<file path="src/rtl/fire_ctrl.sv">
// Fire request front end: synchronises and debounces the button, then issues
// cooldown- and ammo-limited one-cycle fire pulses with a latched muzzle pose.
// Build option FIRE_CTRL_AUTO_FIRE_EN: a held debounced button re-fires whenever idle.
module fire_ctrl #(
  parameter int DEBOUNCE_CYCLES = 16,
  parameter int COOLDOWN_CYCLES = 64,
  parameter int MAX_AMMO        = 8,
  parameter int RELOAD_CYCLES   = 256,
  parameter int TANK_SIZE       = 32,
  parameter int BULLET_SIZE     = 8
) (
  input  logic       clk,
  input  logic       reset,
  input  logic       game_over,
  input  logic       btn_fire,
  input  logic [9:0] tank_x,
  input  logic [9:0] tank_y,
  input  logic [1:0] tank_dir,
  output logic       fire,
  output logic [1:0] bullet_direction,
  output logic [9:0] init_x,
  output logic [9:0] init_y,
  output logic [3:0] ammo,
  output logic       ready
);

  // state    | meaning
  // IDLE     | waiting for a legal fire request
  // FIRE     | launch pulse is on fire this cycle
  // COOLDOWN | enforced gap after a shot
  typedef enum logic [1:0] {IDLE, FIRE, COOLDOWN} state_t;

  localparam int DB_W = $clog2(DEBOUNCE_CYCLES + 1);
  localparam int CD_W = $clog2(COOLDOWN_CYCLES + 1);
  localparam int RL_W = $clog2(RELOAD_CYCLES + 1);
  localparam logic [DB_W-1:0] DB_LAST  = DB_W'(DEBOUNCE_CYCLES - 1);
  localparam logic [CD_W-1:0] CD_LOAD  = CD_W'(COOLDOWN_CYCLES - 1);
  localparam logic [RL_W-1:0] RL_LAST  = RL_W'(RELOAD_CYCLES - 1);
  localparam logic [3:0]      AMMO_MAX = 4'(MAX_AMMO);
  localparam logic [9:0]      OFS      = 10'((TANK_SIZE - BULLET_SIZE) / 2);
  localparam logic [9:0]      BS       = 10'(BULLET_SIZE);
  localparam logic [10:0]     TS       = 11'(TANK_SIZE);

  state_t            state, state_nxt;
  logic [1:0]        sync_q;
  logic              sync, deb, deb_d;
  logic [DB_W-1:0]   db_cnt;
  logic [CD_W-1:0]   cd_cnt;
  logic [RL_W-1:0]   rl_cnt;
  logic              trig, shot, reload_tick;

  assign sync = sync_q[1];

  always_ff @(posedge clk or negedge reset) begin
    if (!reset) begin
      sync_q <= '0;
      deb    <= 1'b0;
      deb_d  <= 1'b0;
      db_cnt <= '0;
    end else begin
      sync_q <= {sync_q[0], btn_fire};
      deb_d  <= deb;
      if (sync != deb) begin
        if (db_cnt == DB_LAST) begin
          deb    <= sync;
          db_cnt <= '0;
        end else begin
          db_cnt <= db_cnt + 1'b1;
        end
      end else begin
        db_cnt <= '0;
      end
    end
  end

`ifdef FIRE_CTRL_AUTO_FIRE_EN
  // Armed drops during game_over so a button held across it must be released first.
  logic armed;
  always_ff @(posedge clk or negedge reset) begin
    if (!reset)         armed <= 1'b0;
    else if (game_over) armed <= 1'b0;
    else if (!deb)      armed <= 1'b1;
  end
  assign trig = deb & armed & (deb_d | armed);
`else
  assign trig = deb & ~deb_d;
`endif

  always_comb begin
    state_nxt = state;
    shot      = 1'b0;
    case (state)
      IDLE: begin
        if (trig && ammo != 4'd0 && !game_over) begin
          state_nxt = FIRE;
          shot      = 1'b1;
        end
      end
      FIRE:     state_nxt = COOLDOWN;
      COOLDOWN: if (cd_cnt == '0) state_nxt = IDLE;
      default:  state_nxt = IDLE;
    endcase
    if (game_over) state_nxt = IDLE;
  end

  always_ff @(posedge clk or negedge reset) begin
    if (!reset) begin
      state  <= IDLE;
      cd_cnt <= '0;
    end else begin
      state <= state_nxt;
      if (game_over)                         cd_cnt <= '0;
      else if (state == FIRE)                cd_cnt <= CD_LOAD;
      else if (state == COOLDOWN && cd_cnt != '0) cd_cnt <= cd_cnt - 1'b1;
    end
  end

  logic [9:0]  x_ofs, y_ofs, x_left, y_up, mx, my;
  logic [10:0] x_far, y_far;

  always_comb begin
    x_ofs  = tank_x + OFS;
    y_ofs  = tank_y + OFS;
    x_left = (tank_x < BS) ? 10'd0 : tank_x - BS;
    y_up   = (tank_y < BS) ? 10'd0 : tank_y - BS;
    x_far  = {1'b0, tank_x} + TS;
    y_far  = {1'b0, tank_y} + TS;
    mx     = x_ofs;
    my     = y_up;
    case (tank_dir)
      2'b00: begin mx = x_ofs; my = y_up; end
      2'b01: begin mx = x_ofs; my = y_far[10] ? 10'h3FF : y_far[9:0]; end
      2'b10: begin mx = x_left; my = y_ofs; end
      2'b11: begin mx = x_far[10] ? 10'h3FF : x_far[9:0]; my = y_ofs; end
      default: ;
    endcase
  end

  always_ff @(posedge clk or negedge reset) begin
    if (!reset) begin
      fire             <= 1'b0;
      bullet_direction <= 2'b00;
      init_x           <= '0;
      init_y           <= '0;
    end else begin
      fire <= shot;
      if (shot) begin
        bullet_direction <= tank_dir;
        init_x           <= mx;
        init_y           <= my;
      end
    end
  end

  // A shot can only happen with ammo != 0 and a reload only below MAX_AMMO,
  // so the counter cannot wrap in either direction.
  assign reload_tick = !game_over && (ammo < AMMO_MAX) && (rl_cnt == RL_LAST);

  always_ff @(posedge clk or negedge reset) begin
    if (!reset) begin
      ammo   <= AMMO_MAX;
      rl_cnt <= '0;
    end else begin
      if (!game_over) begin
        if (ammo < AMMO_MAX && rl_cnt != RL_LAST) rl_cnt <= rl_cnt + 1'b1;
        else                                      rl_cnt <= '0;
      end
      case ({shot, reload_tick})
        2'b10:   ammo <= ammo - 1'b1;
        2'b01:   ammo <= ammo + 1'b1;
        default: ammo <= ammo;
      endcase
    end
  end

  assign ready = (state == IDLE) && (ammo != 4'd0) && !game_over;

endmodule
</file>
<file path="config.mk">
export PLATFORM = sky130hd
export DESIGN_NAME = fire_ctrl
export DESIGN_NICKNAME = d
export VERILOG_FILES = /design/src/rtl/fire_ctrl.sv
export SDC_FILE = /design/constraint.sdc
export NUM_CORES = 1
export LEC_CHECK = 0
export ABC_AREA = 1
export BUFFER_PORTS_ARGS = -buffer_cell sky130_fd_sc_hd__buf_2
export CAP_MARGIN = 20
export CORE_MARGIN = 3
export CORE_UTILIZATION = 40
export CTS_CLUSTER_DIAMETER = 30
export DETAILED_ROUTE_END_ITERATION = 8
export GPL_ROUTABILITY_DRIVEN = 0
export PLACE_DENSITY = 0.59
export RECOVER_POWER = 25
export SLEW_MARGIN = 20
export SYNTH_ARGS = -nofsm -noshare
export SYNTH_HDL_FRONTEND = slang
export SYNTH_SLANG_ARGS = --single-unit
</file>
<file path="constraint.sdc">
create_clock -name clk -period 2.8 [get_ports clk]
set_input_delay 0.28 -clock clk [delete_from_list [all_inputs] [get_ports clk]]
set_output_delay 0.28 -clock clk [all_outputs]
set_load 0.01 [all_outputs]
</file>
==> impl_metrics.ini <==
[floorplan]
die_h_microns = 101.9
ios = 54
die_w_microns = 101.9
coreArea_sq_um = 8806
dieArea_sq_um = 10380
start_util_pct = 41.77
row_count = 34

[placement]
post-place-ws_ns = 0.3442
dpl.hpwl_microns = 6044
dpl.cell_count = 669
port_buffers = 53
placed_area_sq_um = 3984

[sta]
worstMarginPinSlew_ns = 1.369
fin_skew_ns = 0.01024
setup_viol = 0
finalCritPeriodShare_pct = 87.67
rsz0062_at_grt = no
max_freq_ghz = 0.4074
slew_violations = 0
final.setup.tns_ns = 0
period_needed_ns = 2.455
slew-limit-headroom_pct = 8.720
hold_violations = 0
hold_slack_ns = 0.06811
finalWorstSetupSlack_ns = 0.3453

[logic_synthesis]
synth_top_area_cell = dfrtp_1
synthesis.nets = 565
yosysSeqAreaShare_pct = 36.77
synth_seq_cells = 54
post-synth-top-area-fraction_pct = 36.05
syn_inst = 519
synth_cell_types = 34
yosys-top-cells-area = dfrtp_1 (36%), nand2_1 (16%), nor2_1 (7.2%)
synth.avg_cell_area_sq_um = 7.088
ys_warn_count = 0
synthesis.area_sq_um = 3679

[setup_path]
start_kind = flop
end_kind = flop
max_stage_delay_ns = 0.40
worstPathRequired_ns = 3.06
crit_top_cell = ha_1
worstPathMaxFanout = 4
reg2reg_slack_ns = 0.35
crit_slowest_cell = dfrtp_1
critPathBufInv = 2
path_class = reg2reg
crit_family = adder cells
critical_path.cell_chain = ha_1 > nand4_1 > nor3_1 > ha_1 > nand2_1 > nor2_1 > ha_1 > inv_1 > ha_1 > nand2_1 > inv_1 > o21ai_0 > nand3_1 > a21o_1 > nand2_1
cp.arrival_ns = 2.71

[power]
ir_drop_v = 0.0002027
power.leakage_nw = 2.283
powerDensity_nw_per_um2 = 438.5
finalPower_mw = 1.797

[routing]
detail-route-antenna-nets = 0
vias_per_cell = 4.920
totalWireLength_microns = 8148
drt_iter0_drc = 98
vias = 3331
drtPass1Iterations = 4
route.detailed.drc = 0
post_drt_wl_per_cell_microns = 12.04

[final_layout]
drive_gt1_share_pct = 14.24
fin_nets = 614
final_common_cell = nand2_1
final_cell_mix = nand2_1 (152), nor2_1 (71), inv_1 (61)
fin_area_sq_um = 4098
area_delta_synth_final_pct = 11.39
final_cells = 677
n_antenna_cell = 0
finish.utilization_pct = 46.53

[global_route]
grt_use_total_pct = 16.52
grt_pass1_vias = 3105
grt_overflow = 0
use_met1_pct = 22.43
met2_usage_pct = 27.82
grt_pass1_wl_microns = 14030
grt_antenna_before_repair = 0
grt_max_degree = 55
met3_usage_pct = 3.686
busiest_layer = met2

[clock_network]
ctsResizeCount = 0
clkTransAtPathRegs_ns = 0.11
cts.path.max_buffers = 2
hold_buffers = 0
cts_root_buf = clkbuf_8
cts.sink_count = 54
cts_tree = built
clk_latency_ns = 0.32
cts_buffers = 5
cts_max_level = 2
cts_setup_buffers = 0

[status]
status = completed

[worst_hold_path]
holdCritPathClass = in2reg

[job]
cap_violations = 0
==> worst register-to-register path: cells and delay by family (launching register included) <==
kind	cells	cell delay [ns]
compound gates	2	0.37
fa+ha+maj	4	0.84
flops	1	0.40
buf+inv	2	0.13
simple gates	7	0.65
==> cells by family (layout without fill, tap and decap cells) <==
logic type	Yosys count	after routing	synth area share, %
xor gates and xnor gates	14	14	3.333
buffers and inverters	78	128	9.694
muxes	1	1	0.3061
AOI/OAI and AO/OA	48	48	7.313
adders and majority gates	20	20	7.007
and+or+nand+nor	304	304	35.58
DFF	54	54	36.77
==> power by group <==
part           total (mW)  switching (mW)  internal [mW]
Combinational       0.357           0.229          0.127
Sequential          0.881          0.0398          0.841
Clock               0.560           0.286          0.274
Total                1.80           0.555           1.24
==> per-layer routing <==
metal | up-vias | share of wire (%)
met2 | 65 | 46
met4 | 0 | 0.77
met5 | - | 0
li1 | 1743 | -
met1 | 1511 | 49
met3 | 12 | 3.9
==> state kept, by name (all words and copies together) (netlist names) <==
| signal | count |
|---|---|
| deb | 1 |
| cd_cnt | 7 |
| state | 2 |
| bullet_direction | 2 |
| fire | 1 |
| init_y | 10 |
| rl_cnt | 9 |
| ammo | 4 |
| sync_q | 2 |
| deb_d | 1 |
| init_x | 10 |
| db_cnt | 5 |
==> final cells by class <==
cell class | instances | area, sq um
fill | 900 | 4708
multi-input combinational | 387 | 1969
sequential | 54 | 1353
timing repair buffer | 55 | 277.8
inverter | 65 | 246.5
tap | 108 | 135.1
clock buffer | 5 | 68.82
clock inverter | 3 | 47.55
==> path summary, 6_finish.rpt <==
path / cells after the start / startpoint / endpoint
worst max-delay path: 15 / rl_cnt[1]$_DFFE_PN0N_ / ammo[3]$_DFFE_PN1P_
worst min-delay path: 1 / btn_fire / sync_q[0]$_DFF_PN0_
worst max register to register: 15 / rl_cnt[1]$_DFFE_PN0N_ / ammo[3]$_DFFE_PN1P_
worst min register to register: 0 / sync_q[0]$_DFF_PN0_ / sync_q[1]$_DFF_PN0_
max in group asynchronous: 2 / reset / rl_cnt[4]$_DFFE_PN0N_
min in group asynchronous: 2 / reset / db_cnt[2]$_DFF_PN0_
==> synth_stat cells, drive strengths merged <==
library cell  instances
and3                  1
o21ai                23
o22ai                 2
nand4                 8
o21bai                1
nor2                 79
dfstp                 1
mux2                  1
nand2               153
dfrtp                53
or2                   3
xnor2                 7
o211ai                7
fa                    1
inv                  65
a21o                  1
nor3b                 3
a21oi                14
nor3                  8
nand3                49
ha                   19
xor2                  7
buf                  13
Note: power is estimated with default switching activity, not from simulation.
